## config.mk

```make
export PLATFORM = sky130hd
export DESIGN_NAME = l_stf_seq
export DESIGN_NICKNAME = d
export VERILOG_FILES = /design/src/rtl/l_stf_seq_pkg.sv /design/src/rtl/l_stf_seq_iq_halve.sv /design/src/rtl/l_stf_seq.sv
export SDC_FILE = /design/constraint.sdc
export NUM_CORES = 1
export LEC_CHECK = 0
export ABC_CLOCK_PERIOD_IN_PS = 5300
export CAP_MARGIN = 20
export CORE_MARGIN = 5
export CORE_UTILIZATION = 35
export DETAILED_ROUTE_END_ITERATION = 12
export DONT_BUFFER_PORTS = 1
export GPL_TIMING_DRIVEN = 0
export PLACE_DENSITY_LB_ADDON = 0.15
export SETUP_SLACK_MARGIN = 0.3
export SLEW_MARGIN = 20
export SYNTH_ARGS = -nofsm -noshare
export SYNTH_HDL_FRONTEND = slang
export SYNTH_SLANG_ARGS = --single-unit
```

## constraint.sdc

```tcl
create_clock -name clk -period 5.3 [get_ports clk]
set_input_delay 0.795 -clock clk [delete_from_list [all_inputs] [get_ports clk]]
set_output_delay 0.795 -clock clk [all_outputs]
set_load 0.005 [all_outputs]
```

## src/rtl/l_stf_seq_pkg.sv

```systemverilog
// Shared types and constants for the L-STF sequencer.
package l_stf_seq_pkg;

  localparam int unsigned STF_PERIOD = 16;
  localparam int unsigned IQ_W       = 16;
  localparam int unsigned ADDR_W     = 4;
  localparam int unsigned CNT_W      = 8;

  typedef enum logic [1:0] {
    IDLE = 2'd0,
    RUN  = 2'd1,
    DONE = 2'd2
  } state_t;

  // Total number of samples in one L-STF for a given repetition count.
  function automatic logic [CNT_W-1:0] total_len(input int unsigned num_rep);
    return CNT_W'(STF_PERIOD * num_rep);
  endfunction

endpackage

```

## src/rtl/l_stf_seq_iq_halve.sv

```systemverilog
// stf_iq_halve: per-component arithmetic halving of a packed {I,Q} word.
// Only built when L_STF_SEQ_WINDOW_EN is defined (the sole user is the windowing path).
`ifdef L_STF_SEQ_WINDOW_EN
module stf_iq_halve
  import l_stf_seq_pkg::*;
(
  input  logic [2*IQ_W-1:0] iq_in,
  output logic [2*IQ_W-1:0] iq_out
);

  logic signed [IQ_W-1:0] i_s;
  logic signed [IQ_W-1:0] q_s;

  always_comb begin
    i_s    = iq_in[2*IQ_W-1:IQ_W];
    q_s    = iq_in[IQ_W-1:0];
    iq_out = {i_s >>> 1, q_s >>> 1};
  end

endmodule
`endif

```

## src/rtl/l_stf_seq.sv

```systemverilog
// l_stf_seq: plays the L-STF out of an external 16-entry ROM as a valid/ready stream.
// Define L_STF_SEQ_WINDOW_EN to halve the first and last samples (edge windowing).
module l_stf_seq
  import l_stf_seq_pkg::*;
#(
  parameter int unsigned NUM_REP = 10
) (
  input  logic              clk,
  input  logic              rstn,
  input  logic              start,
  input  logic              abort,
  output logic [ADDR_W-1:0] rom_addr,
  input  logic [2*IQ_W-1:0] rom_dout,
  output logic [2*IQ_W-1:0] out_iq,
  output logic              out_valid,
  input  logic              out_ready,
  output logic              out_last,
  output logic              busy,
  output logic              done
);

  localparam logic [CNT_W-1:0] TOTAL    = total_len(NUM_REP);
  localparam logic [CNT_W-1:0] LAST_IDX = TOTAL - CNT_W'(1);

  state_t             state;
  state_t             state_nxt;
  logic [CNT_W-1:0]   cnt;
  logic               accept;
  logic               accept_last;
  logic               load;
  logic [2*IQ_W-1:0]  sample;

  // cnt reaching TOTAL marks that the final sample is already in the output register.
  always_comb begin
    accept      = out_valid && out_ready;
    accept_last = accept && out_last;
    load        = (state == RUN) && (cnt != TOTAL) && (!out_valid || out_ready);
  end

`ifdef L_STF_SEQ_WINDOW_EN
  logic [2*IQ_W-1:0] iq_half;
  logic              edge_sample;

  stf_iq_halve u_halve (
    .iq_in  (rom_dout),
    .iq_out (iq_half)
  );

  always_comb begin
    edge_sample = (cnt == '0) || (cnt == LAST_IDX);
    sample      = edge_sample ? iq_half : rom_dout;
  end
`else
  always_comb begin
    sample = rom_dout;
  end
`endif

  always_comb begin
    state_nxt = state;
    case (state)
      IDLE:    if (start) state_nxt = RUN;
      RUN:     if (accept_last) state_nxt = DONE;
      DONE:    state_nxt = IDLE;
      default: state_nxt = IDLE;
    endcase
    if (abort) state_nxt = IDLE;
  end

  always_ff @(posedge clk or negedge rstn) begin
    if (!rstn) state <= IDLE;
    else       state <= state_nxt;
  end

  always_ff @(posedge clk or negedge rstn) begin
    if (!rstn) begin
      cnt       <= '0;
      rom_addr  <= '0;
      out_iq    <= '0;
      out_valid <= 1'b0;
      out_last  <= 1'b0;
      busy      <= 1'b0;
      done      <= 1'b0;
    end else begin
      busy <= (state_nxt != IDLE);
      done <= (state_nxt == DONE);
      if (abort) begin
        cnt       <= '0;
        rom_addr  <= '0;
        out_valid <= 1'b0;
        out_last  <= 1'b0;
      end else begin
        if (state == IDLE && start) begin
          cnt      <= '0;
          rom_addr <= '0;
        end
        if (load) begin
          out_iq    <= sample;
          out_valid <= 1'b1;
          out_last  <= (cnt == LAST_IDX);
          cnt       <= cnt + 1'b1;
          rom_addr  <= cnt[ADDR_W-1:0] + ADDR_W'(1);
        end else if (accept) begin
          out_valid <= 1'b0;
          out_last  <= 1'b0;
        end
      end
    end
  end

endmodule

```

==> flow_summary.toml <==
[synth]
ys.flop_type = "dfrtp_1"
synth_edf_count = 0
yosysWarnings = 0
synthArstFlopShare_pct = 100.0
syn_area_per_cell_um2 = 13.71
synthDistinctLibCells = 32
syn_area_mm2 = 0.001988
synthTopCellsByArea = "dfrtp_1 58%, mux2_2 18%, buf_6 1.7%, a221o_1 1.5%, buf_4 1.5%"
syn_nets = 184
synth-seq-area-share_pct = 57.90
yosys_register_bits = 46
yosysTopAreaCell = "dfrtp_1"
synth_top_area_share_pct = 57.90
synthCells = 145

[timing]
slew_viol_final = 0
slew_headroom_pct = 73.62
grt_setup_unrepaired = "false"
fmax_ghz = 0.4826
fin_crit_ns = 2.072
setup_viol = 0
worst_pin_slew_ns = 0.3901
setup_tns_ns = 0
final-hold-violation-count = 0
fin_crit_sh_pct = 39.10
hold_ws_ns = 0.1900
skew_ns = 0.005833

[clock_network]
holdBufCountCts = 0
cts_tree = "done"
cts_made_buffers = 5
clk_pin_slew_ns = 0.09
ctsResizeCount = 0
cts_buffer_depth = 2
cts-htree-levels = 2
postCtsSetupBuffers = 0
worstSkewPairLatency_ns = 0.29
cts-root-buf = "clkbuf_8"
cts_sinks = 46

[placement]
dpl.cell_count = 217
dp_hpwl_mm = 2.946
place_congestion = 0.8184
portBuffers = 0

[global_routing]
grt_use_total_pct = 11.65
grt_overflow = 0
grt_pass1_vias = 1308
grt_pass1_wl_mm = 6.720
antenna_found_initial = 0
grt_max_degree = 47

[power]
power_mw = 0.8435
irDropWorstVdd_mv = 0.2713
p_per_area_mw_per_mm2 = 379.8
power_leakage_nw = 0.9696

[worst_setup_path]
cp-end-kind = "flip-flop"
cp_cell_sequence = "inv_1 -> ha_1 -> nor4bb_2 -> and2_4 -> nor2_4 -> buf_6 -> mux2_2"
cp-start-kind = "flip-flop"
cpPeakStageDelay_ns = 0.48
required_ns = 5.47
crit_arrival_ns = 2.25
slowest_stage = "dfrtp_1"
cp_max_fo = 10
worstSetupPathType = "flip-flop to flip-flop"

[die]
io_pins = 77
num_rows = 27
start_util_pct = 36.11
die-area_mm2 = 0.007288
dieHeight_um = 85.37
die_w_um = 85.37
coreArea_mm2 = 0.005507

[drt]
wire_per_inst_um = 17.70
routed_wl_mm = 3.983
drt_iter0_drc = 84
num_vias = 1182
viasPerCell = 5.253
drc = 0
drtAntennaViolNets = 0
first_pass_iters = 4

[cells_and_area]
area_growth_pct = 11.71
drive_gt1_share_pct = 33.99
fill_cells = 506
fin_cells = 225
n_antenna_cell = 0
final_nets = 191

[hold_path]
hold_path_class = "input port to async pin"

[flow_run]
drv_cap = 0

[run_status]
outcome = "finished clean"
## cells in the mapped netlist (all sizes together), types with 2 or more instances
cell and count:
dfrtp 46, mux2 33, buf 7, inv 7, nand2 5, and3 4
nand3 4, nor2 4, nor3 4, a211o 3, a221o 3, nor4 3
o21a 3, a22o 2, and4 2, ha 2, nor3b 2
## kinds of logic after synthesis
family                   Yosys count  share of synthesized area (%)
multiplexers                      33                          18.88
AO/OA/AOI/OAI                     16                          6.609
XOR/XNOR                           1                         0.4406
adder cells (fa/ha/maj)            2                          1.258
AND/OR/NAND/NOR                   33                          10.38
flip-flops                        46                          57.90
buffers and inverters             14                          4.531
## cells in the final DEF, fill, tap and decap left out, types with 2 or more instances in the layout
cell type	n
dfrtp_1	46
mux2_2	32
inv_1	7
clkbuf_8	6
nand2_1	5
and3_1	4
nor3_1	4
buf_4	4
nor2_1	3
o21a_1	3
nor4_1	3
buf_6	3
a221o_1	3
a211o_1	3
nand3_1	3
nor3b_1	2
and4_1	2
a22o_1	2
ha_1	2
bufinv_16	2
## final cells by class
| cell class | instances | area, um^2 | share of cell area [%] |
|---|---|---|---|
| plain buffers | 7 | 63.81 | 2.873 |
| clock buffers | 6 | 82.58 | 3.718 |
| clock inverters | 2 | 60.06 | 2.704 |
| inverters | 7 | 26.28 | 1.183 |
| multi-input cells | 85 | 747.0 | 33.63 |
| flip-flops and latches | 46 | 1151 | 51.83 |
| well taps | 72 | 90.09 | 4.056 |
## report_power, final
part / total [mW] / internal [mW] / switching (mW)
clock network: 0.314 / 0.201 / 0.113
logic: 0.0765 / 0.0508 / 0.0257
registers: 0.453 / 0.406 / 0.0465
## state kept, by name, summed over array words and instances (netlist names)
name,flops
rom_addr,3
out_last,1
cnt,5
out_valid,1
out_iq,32
busy,1
state,2
done,1
## worst paths after layout
| path | startpoint | end | slack (ns) | cells past startpoint |
|---|---|---|---|---|
| max | rom_addr[0] | out_iq[24] | 3.23 | 7 |
| min reg2reg | state[1] | done | 0.54 | 1 |
| min in group clk | state[1] | done | 0.54 | 1 |
| max reg2reg | rom_addr[0] | out_iq[24] | 3.23 | 7 |
| min | rstn | busy | 0.19 | 0 |
| max in group asynchronous | rstn | cnt[5] | 5.02 | 0 |
## worst max-delay path, delay by kind of cell, from the launching register on
family | cells | cell delay (ns)
buffers and inverters | 2 | 0.29
and+or+nand+nor | 3 | 0.65
muxes | 1 | 0.34
DFF | 1 | 0.48
adders and majority gates | 1 | 0.20
## per-stage QoR
stage / utilization [%] / setup slack (ns) / cell area (um^2)
after detailed placement: 37.74 / 3.011 / 2078
after floorplan: - / 3.271 / 1988
after CTS: 40.33 / 3.192 / 2221
after global placement: 37.74 / 3.049 / 2078
final: 40.33 / 3.228 / 2221
after global routing: 40.33 / 3.065 / 2221
## metal layers
metal / part of all wire (%) / global-route usage [%] / vias up / wire length, um
li1: - / - / 537 / -
met1: 40 / 14.00 / 585 / 1576
met2: 49 / 18.79 / 53 / 1936
met3: 11 / 4.951 / 7 / 420
met4: 1.2 / 3.885 / 0 / 49
met5: 0 / 0 / - / 0
Note: power is estimated with default switching activity, not from simulation.
